`src/rtl/camera_reg_mc_pkg.sv`:
```
// Shared definitions for the multi-channel camera cfg register file:
// word addresses, STATUS bit positions, commit FSM states and the camera
// configuration set (used for both the shadow and the active copy).
package camera_reg_mc_pkg;

  localparam int unsigned DEST_W = 8;
  typedef logic [DEST_W-1:0] ch_dest_t;

  // Register offsets inside one RX channel block (word 4c+r)
  localparam logic [1:0] CH_SADDR = 2'd0;
  localparam logic [1:0] CH_SIZE  = 2'd1;
  localparam logic [1:0] CH_CFG   = 2'd2;
  localparam logic [1:0] CH_DEST  = 2'd3;

  // Camera block word addresses
  localparam logic [4:0] ADDR_GLOB      = 5'd16;
  localparam logic [4:0] ADDR_LL        = 5'd17;
  localparam logic [4:0] ADDR_UR        = 5'd18;
  localparam logic [4:0] ADDR_SIZE      = 5'd19;
  localparam logic [4:0] ADDR_FILTER    = 5'd20;
  localparam logic [4:0] ADDR_VSYNC_POL = 5'd21;
  localparam logic [4:0] ADDR_COMMIT    = 5'd22;
  localparam logic [4:0] ADDR_STATUS    = 5'd23;
  localparam logic [4:0] ADDR_FRAME_CNT = 5'd24;
  localparam logic [4:0] ADDR_IRQ_MASK  = 5'd25;

  // STATUS bit indices
  localparam int unsigned STAT_FRAME_DONE     = 0;
  localparam int unsigned STAT_OVERFLOW       = 1;
  localparam int unsigned STAT_COMMIT_APPLIED = 2;
  localparam int unsigned N_STAT              = 3;

  typedef enum logic {
    IDLE  = 1'b0,
    ARMED = 1'b1
  } commit_state_e;

  typedef struct packed {
    logic [31:0] glob;
    logic [31:0] ll;
    logic [31:0] ur;
    logic [31:0] size;
    logic [31:0] filter;
    logic        vsync_pol;
  } cam_cfg_t;

endpackage

```
`src/rtl/camera_rx_ch_regs.sv`:
```
// One uDMA RX channel: start address, size, cfg fields, destination,
// the one-cycle en/clr pulses and the channel's read-back mux.
module camera_rx_ch_regs
  import camera_reg_mc_pkg::*;
#(
  parameter int unsigned L2_AWIDTH_NOAL = 12,
  parameter int unsigned TRANS_SIZE     = 16
) (
  input  logic                      clk_i,
  input  logic                      rstn_i,
  input  logic                      wr_i,
  input  logic [1:0]                reg_i,
  input  logic [31:0]               wdata_i,
  output logic [L2_AWIDTH_NOAL-1:0] startaddr_o,
  output logic [TRANS_SIZE-1:0]     size_o,
  output logic [1:0]                datasize_o,
  output logic                      continuous_o,
  output logic                      en_o,
  output logic                      clr_o,
  output logic [DEST_W-1:0]         dest_o,
  input  logic                      en_i,
  input  logic                      pending_i,
  input  logic [L2_AWIDTH_NOAL-1:0] curr_addr_i,
  input  logic [TRANS_SIZE-1:0]     bytes_left_i,
  output logic [31:0]               rdata_o
);

  // Channel registers; en/clr self-clear so a CFG write yields single pulses
  always_ff @(posedge clk_i or negedge rstn_i) begin
    if (!rstn_i) begin
      startaddr_o  <= '0;
      size_o       <= '0;
      datasize_o   <= '0;
      continuous_o <= 1'b0;
      en_o         <= 1'b0;
      clr_o        <= 1'b0;
      dest_o       <= '0;
    end else begin
      en_o  <= 1'b0;
      clr_o <= 1'b0;
      if (wr_i) begin
        case (reg_i)
          CH_SADDR: startaddr_o <= wdata_i[L2_AWIDTH_NOAL-1:0];
          CH_SIZE:  size_o      <= wdata_i[TRANS_SIZE-1:0];
          CH_CFG: begin
            clr_o        <= wdata_i[6];
            en_o         <= wdata_i[4];
            datasize_o   <= wdata_i[2:1];
            continuous_o <= wdata_i[0];
          end
          default:  dest_o      <= wdata_i[DEST_W-1:0];
        endcase
      end
    end
  end

  // Read-back: address/size report live uDMA progress, not the programmed values
  always_comb begin
    rdata_o = '0;
    case (reg_i)
      CH_SADDR: rdata_o = 32'(curr_addr_i);
      CH_SIZE:  rdata_o = 32'(bytes_left_i);
      CH_CFG:   rdata_o = {26'b0, pending_i, en_i, 1'b0, datasize_o, continuous_o};
      default:  rdata_o = 32'(dest_o);
    endcase
  end

endmodule

```
`src/rtl/camera_reg_if_mc.sv`:
```
// Multi-channel camera cfg register file between the uDMA cfg bus and the
// camera core. Camera cfg is double-buffered (shadow -> active on COMMIT,
// applied at a frame boundary or immediately when the camera is idle).
// Optional feature macro: CAMERA_REG_IF_MC_IRQ_EN (IRQ_MASK register + irq_o).
//
// state | meaning
// IDLE  | no commit outstanding
// ARMED | commit requested while camera running; waits for frame end or stop
module camera_reg_if_mc
  import camera_reg_mc_pkg::*;
#(
  parameter int unsigned L2_AWIDTH_NOAL = 12,
  parameter int unsigned TRANS_SIZE     = 16,
  parameter int unsigned N_CH           = 2,
  parameter int unsigned FCNT_W         = 16
) (
  input  logic                           clk_i,
  input  logic                           rstn_i,
  input  logic [31:0]                    cfg_data_i,
  input  logic [4:0]                     cfg_addr_i,
  input  logic                           cfg_valid_i,
  input  logic                           cfg_rwn_i,
  output logic [31:0]                    cfg_data_o,
  output logic                           cfg_ready_o,
  output logic [N_CH*L2_AWIDTH_NOAL-1:0] cfg_rx_startaddr_o,
  output logic [N_CH*TRANS_SIZE-1:0]     cfg_rx_size_o,
  output logic [N_CH*2-1:0]              cfg_rx_datasize_o,
  output logic [N_CH-1:0]                cfg_rx_continuous_o,
  output logic [N_CH-1:0]                cfg_rx_en_o,
  output logic [N_CH-1:0]                cfg_rx_clr_o,
  output logic [N_CH*DEST_W-1:0]         cfg_rx_dest_o,
  input  logic [N_CH-1:0]                cfg_rx_en_i,
  input  logic [N_CH-1:0]                cfg_rx_pending_i,
  input  logic [N_CH*L2_AWIDTH_NOAL-1:0] cfg_rx_curr_addr_i,
  input  logic [N_CH*TRANS_SIZE-1:0]     cfg_rx_bytes_left_i,
  input  logic                           cam_ip_en_i,
  input  logic                           cam_frame_done_i,
  input  logic                           cam_overflow_i,
  output logic [31:0]                    cfg_cam_glob_o,
  output logic [31:0]                    cfg_cam_ll_o,
  output logic [31:0]                    cfg_cam_ur_o,
  output logic [31:0]                    cfg_cam_size_o,
  output logic [31:0]                    cfg_cam_filter_o,
  output logic                           cfg_cam_vsync_polarity_o,
  output logic                           irq_o
);

  logic                wr_en;
  logic                commit_wr;
  logic                do_copy;
  logic [N_STAT-1:0]   stat_set;
  logic [N_STAT-1:0]   stat_w1c;
  logic [N_STAT-1:0]   status_q;
  logic [FCNT_W-1:0]   fcnt_q;
  logic [31:0]         ch_rdata [N_CH];
  cam_cfg_t            shadow_q;
  cam_cfg_t            active_q;
  commit_state_e       state_q, state_d;

  assign cfg_ready_o = 1'b1;
  assign wr_en       = cfg_valid_i & ~cfg_rwn_i;
  assign commit_wr   = wr_en & (cfg_addr_i == ADDR_COMMIT) & cfg_data_i[0];

  for (genvar c = 0; c < N_CH; c++) begin : g_ch
    camera_rx_ch_regs #(
      .L2_AWIDTH_NOAL (L2_AWIDTH_NOAL),
      .TRANS_SIZE     (TRANS_SIZE)
    ) u_ch (
      .clk_i        (clk_i),
      .rstn_i       (rstn_i),
      .wr_i         (wr_en & ~cfg_addr_i[4] & (cfg_addr_i[3:2] == 2'(c))),
      .reg_i        (cfg_addr_i[1:0]),
      .wdata_i      (cfg_data_i),
      .startaddr_o  (cfg_rx_startaddr_o[c*L2_AWIDTH_NOAL +: L2_AWIDTH_NOAL]),
      .size_o       (cfg_rx_size_o[c*TRANS_SIZE +: TRANS_SIZE]),
      .datasize_o   (cfg_rx_datasize_o[c*2 +: 2]),
      .continuous_o (cfg_rx_continuous_o[c]),
      .en_o         (cfg_rx_en_o[c]),
      .clr_o        (cfg_rx_clr_o[c]),
      .dest_o       (cfg_rx_dest_o[c*DEST_W +: DEST_W]),
      .en_i         (cfg_rx_en_i[c]),
      .pending_i    (cfg_rx_pending_i[c]),
      .curr_addr_i  (cfg_rx_curr_addr_i[c*L2_AWIDTH_NOAL +: L2_AWIDTH_NOAL]),
      .bytes_left_i (cfg_rx_bytes_left_i[c*TRANS_SIZE +: TRANS_SIZE]),
      .rdata_o      (ch_rdata[c])
    );
  end

  // Commit FSM state register; reset drops any pending commit
  always_ff @(posedge clk_i or negedge rstn_i) begin
    if (!rstn_i) state_q <= IDLE;
    else         state_q <= state_d;
  end

  // Commit FSM next state; a stopped camera while ARMED counts as a frame boundary
  always_comb begin
    state_d = state_q;
    do_copy = 1'b0;
    case (state_q)
      IDLE: begin
        if (commit_wr) begin
          if (cam_ip_en_i) state_d = ARMED;
          else             do_copy = 1'b1;
        end
      end
      default: begin
        if (cam_frame_done_i || !cam_ip_en_i) begin
          do_copy = 1'b1;
          state_d = IDLE;
        end
      end
    endcase
  end

  // Shadow set written by SW; active takes the pre-edge shadow so a same-cycle write stays shadow-only
  always_ff @(posedge clk_i or negedge rstn_i) begin
    if (!rstn_i) begin
      shadow_q <= '0;
      active_q <= '0;
    end else begin
      if (do_copy) active_q <= shadow_q;
      if (wr_en) begin
        case (cfg_addr_i)
          ADDR_GLOB:      shadow_q.glob      <= cfg_data_i;
          ADDR_LL:        shadow_q.ll        <= cfg_data_i;
          ADDR_UR:        shadow_q.ur        <= cfg_data_i;
          ADDR_SIZE:      shadow_q.size      <= cfg_data_i;
          ADDR_FILTER:    shadow_q.filter    <= cfg_data_i;
          ADDR_VSYNC_POL: shadow_q.vsync_pol <= cfg_data_i[0];
          default: ;
        endcase
      end
    end
  end

  assign cfg_cam_glob_o           = active_q.glob;
  assign cfg_cam_ll_o             = active_q.ll;
  assign cfg_cam_ur_o             = active_q.ur;
  assign cfg_cam_size_o           = active_q.size;
  assign cfg_cam_filter_o         = active_q.filter;
  assign cfg_cam_vsync_polarity_o = active_q.vsync_pol;

  always_comb begin
    stat_set                      = '0;
    stat_set[STAT_FRAME_DONE]     = cam_frame_done_i;
    stat_set[STAT_OVERFLOW]       = cam_overflow_i;
    stat_set[STAT_COMMIT_APPLIED] = do_copy;
    stat_w1c = (wr_en && cfg_addr_i == ADDR_STATUS) ? cfg_data_i[N_STAT-1:0] : '0;
  end

  // Sticky status; a set event wins over a same-cycle clear
  always_ff @(posedge clk_i or negedge rstn_i) begin
    if (!rstn_i) status_q <= '0;
    else         status_q <= (status_q & ~stat_w1c) | stat_set;
  end

  // Frame counter; a write clears it and beats a same-cycle frame_done
  always_ff @(posedge clk_i or negedge rstn_i) begin
    if (!rstn_i)                                    fcnt_q <= '0;
    else if (wr_en && cfg_addr_i == ADDR_FRAME_CNT) fcnt_q <= '0;
    else if (cam_frame_done_i)                      fcnt_q <= fcnt_q + 1'b1;
  end

`ifdef CAMERA_REG_IF_MC_IRQ_EN
  logic [N_STAT-1:0] irq_mask_q;

  // Interrupt mask register and registered interrupt line
  always_ff @(posedge clk_i or negedge rstn_i) begin
    if (!rstn_i) begin
      irq_mask_q <= '0;
      irq_o      <= 1'b0;
    end else begin
      if (wr_en && cfg_addr_i == ADDR_IRQ_MASK) irq_mask_q <= cfg_data_i[N_STAT-1:0];
      irq_o <= |(status_q & irq_mask_q);
    end
  end
`else
  assign irq_o = 1'b0;
`endif

  // Combinational read mux; unmapped channels and addresses read 0
  always_comb begin
    cfg_data_o = '0;
    if (!cfg_addr_i[4]) begin
      for (int c = 0; c < N_CH; c++) begin
        if (cfg_addr_i[3:2] == 2'(c)) cfg_data_o = ch_rdata[c];
      end
    end else begin
      case (cfg_addr_i)
        ADDR_GLOB:      cfg_data_o = {cam_ip_en_i, shadow_q.glob[30:0]};
        ADDR_LL:        cfg_data_o = shadow_q.ll;
        ADDR_UR:        cfg_data_o = shadow_q.ur;
        ADDR_SIZE:      cfg_data_o = shadow_q.size;
        ADDR_FILTER:    cfg_data_o = shadow_q.filter;
        ADDR_VSYNC_POL: cfg_data_o = {31'b0, shadow_q.vsync_pol};
        ADDR_COMMIT:    cfg_data_o = {31'b0, state_q == ARMED};
        ADDR_STATUS:    cfg_data_o = 32'(status_q);
        ADDR_FRAME_CNT: cfg_data_o = 32'(fcnt_q);
`ifdef CAMERA_REG_IF_MC_IRQ_EN
        ADDR_IRQ_MASK:  cfg_data_o = 32'(irq_mask_q);
`endif
        default:        cfg_data_o = '0;
      endcase
    end
  end

endmodule

```
`config.mk`:
```
export PLATFORM = sky130hd
export DESIGN_NAME = camera_reg_if_mc
export DESIGN_NICKNAME = d
export VERILOG_FILES = /design/src/rtl/camera_reg_mc_pkg.sv /design/src/rtl/camera_rx_ch_regs.sv /design/src/rtl/camera_reg_if_mc.sv
export SDC_FILE = /design/constraint.sdc
export NUM_CORES = 1
export LEC_CHECK = 0
export CAP_MARGIN = 15
export CORE_MARGIN = 4
export CORE_UTILIZATION = 48
export CTS_BUF_LIST = sky130_fd_sc_hd__clkbuf_8
export CTS_CLUSTER_DIAMETER = 200
export CTS_CLUSTER_SIZE = 30
export DETAILED_ROUTE_END_ITERATION = 7
export PLACE_DENSITY = 0.82
export RECOVER_POWER = 25
export SKIP_LAST_GASP = 1
export SLEW_MARGIN = 10
export SYNTH_ARGS = -nofsm -noshare
export SYNTH_HDL_FRONTEND = slang
export SYNTH_SLANG_ARGS = --single-unit
```
`constraint.sdc`:
```
create_clock -name clk_i -period 1.7 [get_ports clk_i]
set_input_delay 0.255 -clock clk_i [delete_from_list [all_inputs] [get_ports clk_i]]
set_output_delay 0.255 -clock clk_i [all_outputs]
set_load 0.1 [all_outputs]
```
==> results.toml, run 1 <==
[outcome]
outcome = "finished with violations"
violations = "negative setup slack"

[logic_synthesis]
synth_warnings = 0
netlist_top_cells_area = "dfrtp_1 59%, mux2_2 18%, mux2_1 6.9%"
synth_top_area_frac = 0.591
yosys.cell_types.count = 58
synth.top_cells.by_count = "424 x dfrtp_1, 294 x mux2_2, 110 x mux2_1"
seq_area_frac_synth = 0.591
synth_area_leader_cell = "dfrtp_1"
syn_avg_cell_area_um2 = 14.4
synth_edf_count = 0
synth_cells = 1245
synth_most_common_cell = "dfrtp_1"
synth-main-ff-cell = "dfrtp_1"
syn_area_mm2 = 0.0180
synth_seq_cells = 424
async_flop_share = 1.00
syn_nets = 1350

[worst_setup_path]
worst-path-buf-inv = 1
end_kind = "output pin"
worstPathCellList = "mux4_2 -> mux2_4 -> nand2_4 -> nand4_1 -> buf_12"
path_delay_family = "multiplexers"
worstPathRequired_ns = 1.44
critPathArrivalTime_ns = 2.41
startpoint_type = "flop"
path_max_fanout = 2
cp_slowest_cell = "dfrtp_4"
max_stage_delay_ns = 0.53
crit_type = "reg2out"

[sta]
rsz0062_at_grt = "yes"
hold_violations = 0
holdWs_ns = 0.0563
max-slew-margin-rel = 0.0440
fin_skew_ns = 0.0819
drv_slew = 0
min_period_ns = 2.67
post-route-period-util = 1.57
setup_slack_ns = -0.966
tightest_slew_ns = 1.43
setup_viol = 45
fmax_mhz = 375
fin_setup_tns_ns = -13.93

[floorplan]
dieWidth_um = 201
die_area_mm2 = 0.0406
start_util = 0.488
io_pins = 381
core_region_area_mm2 = 0.0368
row_count = 70
dieHeight_um = 201

[clock_network]
root_buffer = "clkbuf_8"
path_clk_slew_ns = 0.21
clock_path_buffers = 3
numCtsBuffers = 18
htree_levels = 1
cts_tree = "built"
clk_latency_ns = 0.63
cts_num_sinks = 424

[power_and_ir_drop]
power_frac_clock = 0.175
total_power_w = 0.0236
swShare = 0.361
comb_power_share = 0.315
internal_power_w = 0.0151
vdd_drop_max_mv = 0.735
power_leakage_nw = 13.4
pwr-share-seq = 0.510
p_switching_w = 0.00851
powerDensity_mw_per_mm2 = 837

[run]
cap_violations = 0

[route]
wirelength_mm = 63.6
wl_per_cell_um = 28.0
drc_errors = 0
dr.pass1.iters = 8
vias = 13800
drt_iter0_markers = 1130
ant_nets = 0
via_per_inst = 6.06

[cells_and_area]
nets = 1908
fillCellCount = 1981
num_antenna_cells = 0
regArea_mm2 = 0.0106
multi_input_area_mm2 = 0.00741
drive_above_1_share = 0.532
synthToLayoutAreaGrowth_pct = 57.0

[global_routing]
grt_pass1_vias = 14800
gr-total-overflow = 0
grt_pass1_wl_mm = 92.7
antenna_found_initial = 1
grt_max_degree = 61
gr-usage-all-layers = 0.294

[hold_path]
worstHoldPathType = "in2reg"

[placement]
gp_congestion = 0.896
hpwl_mm = 42.5
numPortBuffers = 378
## power groups by stage
stage / Clock, W / Combinational (W) / Sequential (W)
6_report: 0.00413 / 0.00743 / 0.0120
5_1_grt: 0.00451 / 0.00767 / 0.0121
4_1_cts: 0.00418 / 0.00730 / 0.0120
3_5_place_dp: 0 / 0.00699 / 0.0122
3_3_place_gp: 0 / 0.00684 / 0.0121
2_1_floorplan: 0 / 0.00169 / 0.0142
## state kept, by name, indices dropped and copies added, names as in the netlist, 3 cells and up
name and flops:
shadow_q 161, cfg_cam_ur_o 32, cfg_cam_ll_o 32, cfg_cam_glob_o 32, g_ch.u_ch.datasize_o 4, g_ch.u_ch.size_o 32, fcnt_q 16, g_ch.u_ch.startaddr_o 24
cfg_cam_filter_o 32, cfg_cam_size_o 32, g_ch.u_ch.dest_o 16, status_q 3
## timing repair
item | CTS | global route
buffers inserted | 70 | 19
endpoints found under the hold margin | 311 | 0
hold buffers | 2 | 0
endpoints found under the setup margin | 252 | 157
gates resized for setup | 95 | 41
pin swaps | 41 | 39
cloned | 6 | 6
## through the flow
step	instance area [um2]	worst slack, ns	std cells	util
floorplan	18400	-1.00	1245	-
global placement	26500	-0.834	2152	0.720
detailed placement	26500	-0.869	2152	0.720
CTS	27800	-0.926	2252	0.756
global route	28200	-1.00	2274	0.766
finish	28200	-0.966	2274	0.766
## layout by cell type (no fill, tap or decap), drive strengths merged, types with 10 or more instances in the layout
cell type and n:
o21ai 10, nor2 28, buf 520, mux2i 19
nand3 24, nand4 14, clkbuf 30, inv 12
clkdlybuf4s50 93, dfrtp 424, a22oi 43, nand2 36
a222oi 27, and3 16, mux2 404, nor4 10
## cells by family (layout without fill, tap and decap cells)
family | after synthesis | count (layout) | share of synthesized area
xor gates and xnor gates | 12 | 12 | 0.00585
other | 2 | 2 | 0.000418
DFF | 424 | 424 | 0.591
buffers and inverters | 102 | 662 | 0.0302
and+or+nand+nor | 155 | 156 | 0.0478
AOI/OAI and AO/OA | 122 | 122 | 0.0553
adders and majority gates | 1 | 1 | 0.000697
muxes | 427 | 427 | 0.269
## area by class of cell
cell class,count,share of cell area
clock buffers,19,0.00928
well taps,468,0.0208
clock inverters,4,0.00146
multi-input cells,720,0.263
inverters,9,0.00120
flip-flops and latches,424,0.377
repair buffers,630,0.327
## final timing paths
kind                            slack (ns)                endpoint  cells after the start                   start
worst max-delay path                 -0.97           cfg_data_o[4]                      5  g_ch[1].u_ch.dest_o[4]
worst min-delay path                  0.06       g_ch[0].u_ch.en_o                      4           cfg_addr_i[1]
worst max register to register       -0.04               fcnt_q[9]                      5               fcnt_q[3]
worst min register to register        0.53             status_q[2]                      2             status_q[2]
max in group asynchronous             0.09  g_ch[1].u_ch.dest_o[5]                      3                  rstn_i
min in group asynchronous             0.49            shadow_q[33]                      2                  rstn_i
## worst min-delay path: cells and delay by family
family,cells,cell delay [ns]
simple gates,1,0.06
buf+inv,3,0.36
## routing by layer
| metal | track usage | vias up | share of wire |
|---|---|---|---|
| met3 | 0.0614 | 205 | 0.077 |
| met1 | 0.370 | 7097 | 0.38 |
| met4 | 0.115 | 2 | 0.050 |
| li1 | - | 5676 | - |
| met2 | 0.501 | 801 | 0.50 |
| met5 | 0 | - | 0.00020 |
No activity file was read; power rests on OpenSTA's default activity.
==> run 2, diff against run 1 <==
Settings changed: CORE_MARGIN 4 to 2, TNS_END_PERCENT set to 10.
==> run 2 against run 1 <==
  * The flow still finishes with violations (negative setup slack)
  * Largest power group unchanged
  * Via count shrank 3.9%
  * Die area down 3.9%
  * Maximum frequency down 0.47%
  * Count of clock-buffer cells in the layout stayed put
  * Sequential cell count unchanged
  * Non-clock buffer count decreased by 36
  * Clock skew is 0.017 ns lower
  * Global-route usage grew 0.73 points
  * Wire length is 8.2% lower
==> results.toml, run 2 (synthesis gave the netlist of run 1 again) <==
[route]
wirelength_mm = 58.4
via_per_inst = 5.91
drt_iter0_markers = 1249
vias = 13200
drc_errors = 0
ant_nets = 0
dr.pass1.iters = 6
wl_per_cell_um = 26.1

[worst_setup_path]
worstPathRequired_ns = 1.44
r2r_end = "fcnt_q[15]"
r2r_start = "fcnt_q[5]"
startpoint_type = "flop"
critPathArrivalTime_ns = 2.42
r2r_slack_ns = -0.17
ff2ff_path_depth = 6
crit_type = "reg2out"
end_kind = "output pin"
path_max_fanout = 2

[power_and_ir_drop]
powerDensity_mw_per_mm2 = 854
power_leakage_nw = 13.1
vdd_drop_max_mv = 0.975

[sta]
fin_skew_ns = 0.0648
max-slew-margin-rel = 0.333
fmax_mhz = 373
hold_violations = 0
fin_setup_tns_ns = -17.54
setup_slack_ns = -0.978
setup_viol = 70
min_period_ns = 2.68
post-route-period-util = 1.58
rsz0062_at_grt = "yes"
tightest_slew_ns = 1.00
drv_slew = 0

[global_routing]
gr-total-overflow = 0
antenna_found_initial = 4
grt_max_degree = 86
grt_pass1_wl_mm = 88.8
gr-usage-all-layers = 0.301
grt_pass1_vias = 14500

[floorplan]
die_area_mm2 = 0.0390
core_region_area_mm2 = 0.0367
start_util = 0.489
dieWidth_um = 197
io_pins = 381
dieHeight_um = 197
row_count = 70

[hold_path]
hp-start = "cfg_addr_i[1]"
whs_endpoint = "g_ch[0].u_ch.clr_o"
hold_path_depth = 4
worstHoldPathType = "in2reg"

[cells_and_area]
regMostFlops = "shadow_q"
final_common_cell = "dfrtp_1"
nets = 1871
largest_reg_flops = 161
final_cell_mix = "409 x dfrtp_1, 311 x buf_12, 293 x mux2_2"
drive_above_1_share = 0.507
fillCellCount = 2093
synthToLayoutAreaGrowth_pct = 52.7

[run]
cap_violations = 0

[placement]
gp_congestion = 0.913
hpwl_mm = 42.3
dp_slack_ns = -0.978
numPortBuffers = 378

[clock_network]
clk_latency_ns = 0.61
htree_levels = 1
numCtsBuffers = 18
root_buffer = "clkbuf_8"
path_clk_slew_ns = 0.18
cts_tree = "built"
cts_num_sinks = 424
clock_path_buffers = 3

[outcome]
outcome = "finished with violations"
violations = "negative setup slack"
## run 2: cell count changes in the layout (fill, tap and decap cells not counted), sizes merged
cell | previous run | this run
buf | 520 | 491
and2 | 6 | 5
diode | 0 | 3
dlygate4sd3 | 2 | 1
clkbuf | 30 | 24
## run 2: routing by layer
layer,global-route usage,part of all wire
met1,0.368,0.37
met2,0.517,0.51
met3,0.0662,0.080
met4,0.128,0.045
met5,0,0.00027
## run 2: area by class of cell
type | instances | area, um2 | area share
clock inverter | 4 | 41.3 | 0.00151
sequential | 424 | 10600 | 0.388
antenna | 3 | 7.51 | 0.000274
inverter | 9 | 33.8 | 0.00123
clock buffer | 19 | 262 | 0.00953
timing repair buffer | 594 | 8670 | 0.316
tap | 468 | 586 | 0.0213
multi-input combinational | 719 | 7190 | 0.262
## run 2: worst max-delay path, stage by stage (launching register included)
cell and delay (ns):
dfrtp_4 0.51, mux4_2 0.48, mux2_4 0.30, nand2_4 0.07, nand4_1 0.21, buf_12 0.25
## run 2: report_power, final
part | switching (W) | internal [W] | total (W)
sequential | 0.000971 | 0.0110 | 0.0120
combinational | 0.00439 | 0.00295 | 0.00735
clock | 0.00301 | 0.00107 | 0.00408
total | 0.00838 | 0.0151 | 0.0234
## run 2: worst max path at each step
stage | endpoint | startpoint | depth (start not counted) | slack [ns]
floorplan | cfg_data_o[5] | cfg_addr_i[2] | 7 | -1.00
global placement | cfg_data_o[1] | cfg_addr_i[3] | 8 | -0.89
detailed placement | cfg_data_o[1] | cfg_addr_i[3] | 8 | -0.98
CTS | cfg_data_o[4] | g_ch[1].u_ch.dest_o[4] | 5 | -1.01
global route | cfg_data_o[4] | g_ch[1].u_ch.dest_o[4] | 5 | -1.06
finish | cfg_data_o[4] | g_ch[1].u_ch.dest_o[4] | 5 | -0.98
## run 2: metrics by stage
step	utilization	area (um2)	hold WS (ns)	std cells	total power (W)
floorplan	-	18200	-0.0406	1245	0.0159
global placement	0.720	26400	0.155	2163	0.0190
detailed placement	0.720	26400	0.156	2163	0.0192
CTS	0.746	27400	0.0812	2230	0.0234
global route	0.747	27400	0.116	2239	0.0242
finish	0.747	27400	0.144	2240	0.0234
## run 2: timing repair
item	CTS	global route
pin swaps	47	9
hold buffers	1	0
endpoints found under the setup margin	290	114
setup buffers	42	7
gates resized for setup	73	9
gates cloned	2	0
endpoints found under the hold margin	371	0
==> run 3, diff against run 2 <==
Settings changed: CORE_UTILIZATION 48 to 55, PLACE_DENSITY 0.82 to 0.88.
Clock period 1.7 ns to 3.35 ns, I/O delays scaled along.
==> run 3 against run 2 <==
  * The run ends with max-capacitance violations, max-slew violations left
  * Register-to-register slack improved by 1.3 ns
  * Sequential share of layout area increased by 7.5 points
  * Die area shrank 12%
  * Critical endpoint is now cfg_data_o[0]
  * Sequential cell count stayed put
  * Critical path type is now in2out
  * Hold slack gained 0.37 ns
  * Largest cell class unchanged
==> results.toml, run 3 (synthesis gave the netlist of run 1 again) <==
[worst_setup_path]
startpoint = "cfg_addr_i[3]"
r2r_start = "fcnt_q[2]"
end_kind = "output pin"
worstPathRequired_ns = 2.85
path_max_fanout = 15
crit_type = "in2out"
critPathArrivalTime_ns = 2.80
startpoint_type = "input port"

[floorplan]
io_pins = 381
die_area_mm2 = 0.0341
dieHeight_um = 185
core_region_area_mm2 = 0.0324
start_util = 0.555
dieWidth_um = 185
row_count = 66

[run]
cap_violations = 1

[cells_and_area]
fillCellCount = 2181
regArea_mm2 = 0.0106
final_util = 0.709
synthToLayoutAreaGrowth_pct = 27.7
drive_above_1_share = 0.291
num_antenna_cells = 0
nets = 1719
fin_cells = 2056
regMostFlops = "shadow_q"
final_cell_mix = "424 x dfrtp_1, 310 x clkdlybuf4s50_1, 294 x mux2_2"
largest_reg_flops = 161
design_area_mm2 = 0.0229
final_common_cell = "dfrtp_1"
multi_input_area_mm2 = 0.00685

[clock_network]
clk_latency_ns = 0.59
cts_tree = "built"
cts_num_sinks = 424
numCtsBuffers = 18
clock_path_buffers = 3
path_clk_slew_ns = 0.17
htree_levels = 1
root_buffer = "clkbuf_8"

[route]
drt_iter0_markers = 1274
vias = 12500
wirelength_mm = 51.1
wl_per_cell_um = 24.9
drc_errors = 0
via_per_inst = 6.07
ant_nets = 0
dr.pass1.iters = 6

[sta]
tightest_slew_ns = 2.35
max-slew-margin-rel = -0.566
holdWs_ns = 0.514
setup_viol = 0
fmax_mhz = 303
fin_skew_ns = 0.0548
min_period_ns = 3.30
hold_violations = 0
post-route-period-util = 0.986
drv_slew = 87
rsz0062_at_grt = "yes"

[placement]
gp_congestion = 0.900
hpwl_mm = 37.4
place_inst = 2035
numPortBuffers = 378
placed_area_mm2 = 0.0227

[hold_path]
hp-start = "cfg_cam_ll_o[7]"
worstHoldPathType = "reg2reg"

[power_and_ir_drop]
swShare = 0.362
p_switching_w = 0.00400
internal_power_w = 0.00703
pwr-share-seq = 0.546
vdd_drop_max_mv = 0.497
powerDensity_mw_per_mm2 = 481
power_frac_clock = 0.185
power_leakage_nw = 10.9
comb_power_share = 0.269

[global_routing]
grt_max_degree = 91
gr-usage-all-layers = 0.305
grt_pass1_vias = 13200
gr-total-overflow = 0
grt_pass1_wl_mm = 78.6
antenna_found_initial = 0

[outcome]
violations = "max-capacitance violations, max-slew violations"
outcome = "finished with violations"
-- run 3: timing repair --
action                                 CTS  global route
hold buffers                             1             0
setup buffers                            0             0
gates resized for setup                  0             1
setup endpoints to repair                0             2
endpoints found under the hold margin   80             0
-- run 3: stage by stage --
step | total power [W] | setup slack, ns | setup TNS [ns]
global route | 0.0114 | -0.0323 | -0.0323
CTS | 0.0111 | 0.0939 | 0
global placement | 0.00900 | 0.0898 | 0
finish | 0.0110 | 0.0476 | 0
floorplan | 0.00803 | -0.137 | -0.311
detailed placement | 0.00908 | 0.0971 | 0
-- run 3: final cells by class --
class / instances / area share
Timing Repair Buffer: 442 / 0.201
Sequential cell: 424 / 0.463
Tap cell: 442 / 0.0241
Clock buffer: 19 / 0.0114
Inverter: 9 / 0.00147
Clock inverter: 1 / 0.00131
Multi-Input combinational cell: 719 / 0.298
-- run 3: path summary, 6_finish.rpt --
kind,to,slack (ns),depth (start not counted)
min,cfg_cam_ll_o[7],0.51,1
min reg2reg,cfg_cam_ll_o[7],0.51,1
max in group asynchronous,cfg_cam_glob_o[15],0.44,3
min in group asynchronous,cfg_cam_ll_o[19],1.17,2
max,cfg_data_o[0],0.05,7
max reg2reg,fcnt_q[15],1.15,4
-- run 3: routing by layer --
layer / track usage / share of wire / vias to the layer above
li1: - / - / 5296
met1: 0.385 / 0.39 / 6460
met2: 0.519 / 0.49 / 631
met3: 0.0763 / 0.091 / 96
met4: 0.0927 / 0.031 / 0
met5: 0 / 0 / -
-- run 3: power groups by stage --
stage | sequential [W] | combinational [W] | clock [W]
5_1_grt | 0.00607 | 0.00309 | 0.00225
3_3_place_gp | 0.00607 | 0.00293 | 0
4_1_cts | 0.00601 | 0.00299 | 0.00208
6_report | 0.00602 | 0.00297 | 0.00204
3_5_place_dp | 0.00610 | 0.00297 | 0
2_1_floorplan | 0.00720 | 0.000824 | 0
-- run 3: worst max-delay path: stages --
cell and delay (ns):
clkdlybuf4s50_1 0.62, nand2b_1 0.36, nor4_4 0.38, buf_4 0.34, a22oi_1 0.15, o2111ai_1 0.21
buf_12 0.23
==> variant: new RTL, settings of run 1 <==
Set the parameter `N_CH` to 1 (it was 2).
--- a/src/rtl/camera_reg_if_mc.sv
+++ b/src/rtl/camera_reg_if_mc.sv
@@ -11,7 +11,7 @@
 #(
   parameter int unsigned L2_AWIDTH_NOAL = 12,
   parameter int unsigned TRANS_SIZE     = 16,
-  parameter int unsigned N_CH           = 2,
+  parameter int unsigned N_CH           = 1,
   parameter int unsigned FCNT_W         = 16
 ) (
   input  logic                           clk_i,
Interface: changed (11 resized); port bits go from 381 to 310. No check against the original RTL was run, so the function may have changed too.
==> variant against run 1 <==
The run ends with capacitance limit, slew limit, setup timing left. Sequential cell count shrank 41. Register-to-register slack gained 0.06 ns. Wire length fell by 17%. Cell area shrank 11%. Setup slack got worse by 0.021 ns. Area after synthesis down 11%. Via count decreased by 14%. First-iteration DRC count down 7.1%. Power shrank 15%. Non-clock buffer count is 104 lower.
==> variant: results (changes against run 1) <==
clocking:
  path_clk_slew_ns: 0.19  # -0.02 ns
  cts-buffers-inserted: 16  # -2
  clock_latency_ns: 0.59  # -0.04 ns
worst_setup_path:
  r2r-end: "fcnt_q[13]"
  r2r_slack_ns: 0.02  # +0.06 ns
  cp.arrival_ns: 2.43  # +0.02 ns
synthesis:
  synth_mux_area_frac: 0.269  # -0.000381
  synth-adder-area-share: 0.000784  # +0.0000869
  synth_compound_area_frac: 0.0491  # -0.00612
  synth_area_leaders: "dfrtp_1, mux2_2, mux2_1"
  syn-num-nets: 1164  # -14%
  ys_types: 53  # -8.6%
  yosysSeqAreaShare: 0.600  # +0.00945
  yosys-top-cells-count: "dfrtp_1, mux2_2, mux2_1"
  synthXorXnorAreaFrac: 0.00549  # -0.000367
  avgSynthCellArea_um2: 14.7  # +1.6%
place:
  port_buffers: 307  # -19%
  gp_congestion: 0.907  # +1.2%
  dp_hpwl_um: 36400  # -14%
  dpl.cell_count: 1917  # -11%
  place_ws_ns: -0.923  # -0.0540 ns
timing:
  layout_setup_ws_ns: -0.987  # -0.0212 ns
  drv_slew: 1  # +1
  fin_setup_tns_ns: -14.35  # -0.420 ns
  setup_viol: 34  # -24%
  finalClockSkew_ns: 0.0305  # -0.0514 ns
  tightest_slew_ns: 1.50  # +0.0661 ns
min_path:
  min_to: "status_q[1]"
  holdPathStages: 2  # -2
  hp-start: "cam_overflow_i"
drt:
  vias_per_cell: 5.92  # -2.3%
  drt-total-wl_um: 53000  # -17%
  routed-via-count: 11871  # -14%
  drtPass1Iterations: 6  # -2
  drtIter0Drc: 1050  # -7.1%
power_and_ir_drop:
  vdd_ir_drop_max_v: 0.000872  # +19%
  p_leak_nw: 11.7  # -12%
layout:
  fillers: 1778  # -10%
  drive_above_1_share: 0.611  # +0.0798
  final_nets: 1635  # -14%
global_route:
  grt_antenna_before_repair: 0  # -1
  grtUsageTotal: 0.285  # -0.00918
  grt_pass1_wl_um: 79800  # -14%
  grt_pass1_vias: 12913  # -13%
  grt_max_degree: 65  # +6.6%
run:
  maxCapViolCount: 1  # +1
outcome:
  status: "complete, but fails checks"
  violations: "capacitance limit, slew limit, setup timing"
[variant: power breakdown]
| group | internal, W | switching, W | leakage [nW] |
|---|---|---|---|
| Sequential | 0.00995 | 0.000858 | 5.16 |
| Combinational | 0.00242 | 0.00326 | 6.45 |
| Clock | 0.000936 | 0.00267 | 0.137 |
[variant: logic make-up (layout without fill, tap and decap cells)]
logic type	count (synthesis)	in the layout
AO/OA/AOI/OAI	98	98
XOR/XNOR	10	10
multiplexers	374	374
buffers and inverters	78	550
other	2	2
adder cells (fa/ha/maj)	1	1
flip-flops	383	383
AND/OR/NAND/NOR	143	144
[variant: worst max path at each step]
stage                                          start       endpoint  slack, ns  depth (start not counted)
final                     g_ch[0].u_ch.datasize_o[0]  cfg_data_o[1]      -0.99                          5
after detailed placement               cfg_addr_i[0]  cfg_data_o[9]      -0.92                          9
after floorplan                        cfg_addr_i[1]  cfg_data_o[0]      -0.61                          7
after CTS                 g_ch[0].u_ch.datasize_o[0]  cfg_data_o[1]      -1.02                          5
after global routing      g_ch[0].u_ch.datasize_o[0]  cfg_data_o[1]      -1.04                          5
after global placement                 cfg_addr_i[0]  cfg_data_o[9]      -0.91                          9
[variant: routing by layer]
metal,GRT usage,wire [µm],vias up
li1,-,-,4931
met1,0.362,20100,6167
met2,0.476,26400,638
met3,0.0663,4370,135
met4,0.112,2140,0
met5,0,0,-
[variant: what timing repair did]
| action | 4_1_cts | 5_1_grt |
|---|---|---|
| cloned | 5 | 0 |
| setup buffers | 63 | 17 |
| pin swaps | 42 | 28 |
| hold endpoints to repair | 274 | 0 |
| gates resized for setup | 86 | 35 |
| endpoints found under the setup margin | 261 | 164 |
| hold buffers | 1 | 0 |
[variant: layout make-up]
cell class                      instances  area, µm²  share of cell area
Sequential cell                       383       9620               0.383
Timing Repair Buffer                  526       7710               0.307
Multi-Input combinational cell        629       6950               0.277
Clock buffer                           17        234             0.00932
Tap cell                              442        553              0.0220
Clock inverter                          3       16.3            0.000648
Inverter                                4       15.0            0.000598
[variant: metrics by stage]
stage          hold WS, ns  power, W  instance area [µm²]
2_1_floorplan      -0.0406    0.0137                16900
6_report             0.309    0.0201                25100
3_3_place_gp         0.206    0.0160                23900
4_1_cts              0.148    0.0200                25000
3_5_place_dp         0.210    0.0162                23900
5_1_grt              0.258    0.0208                25100
[variant: worst max-delay path: stages (launching register included)]
cell,delay (ns)
dfrtp_4,0.54
mux4_2,0.51
a222oi_1,0.32
buf_4,0.18
nand3_4,0.09
buf_12,0.19
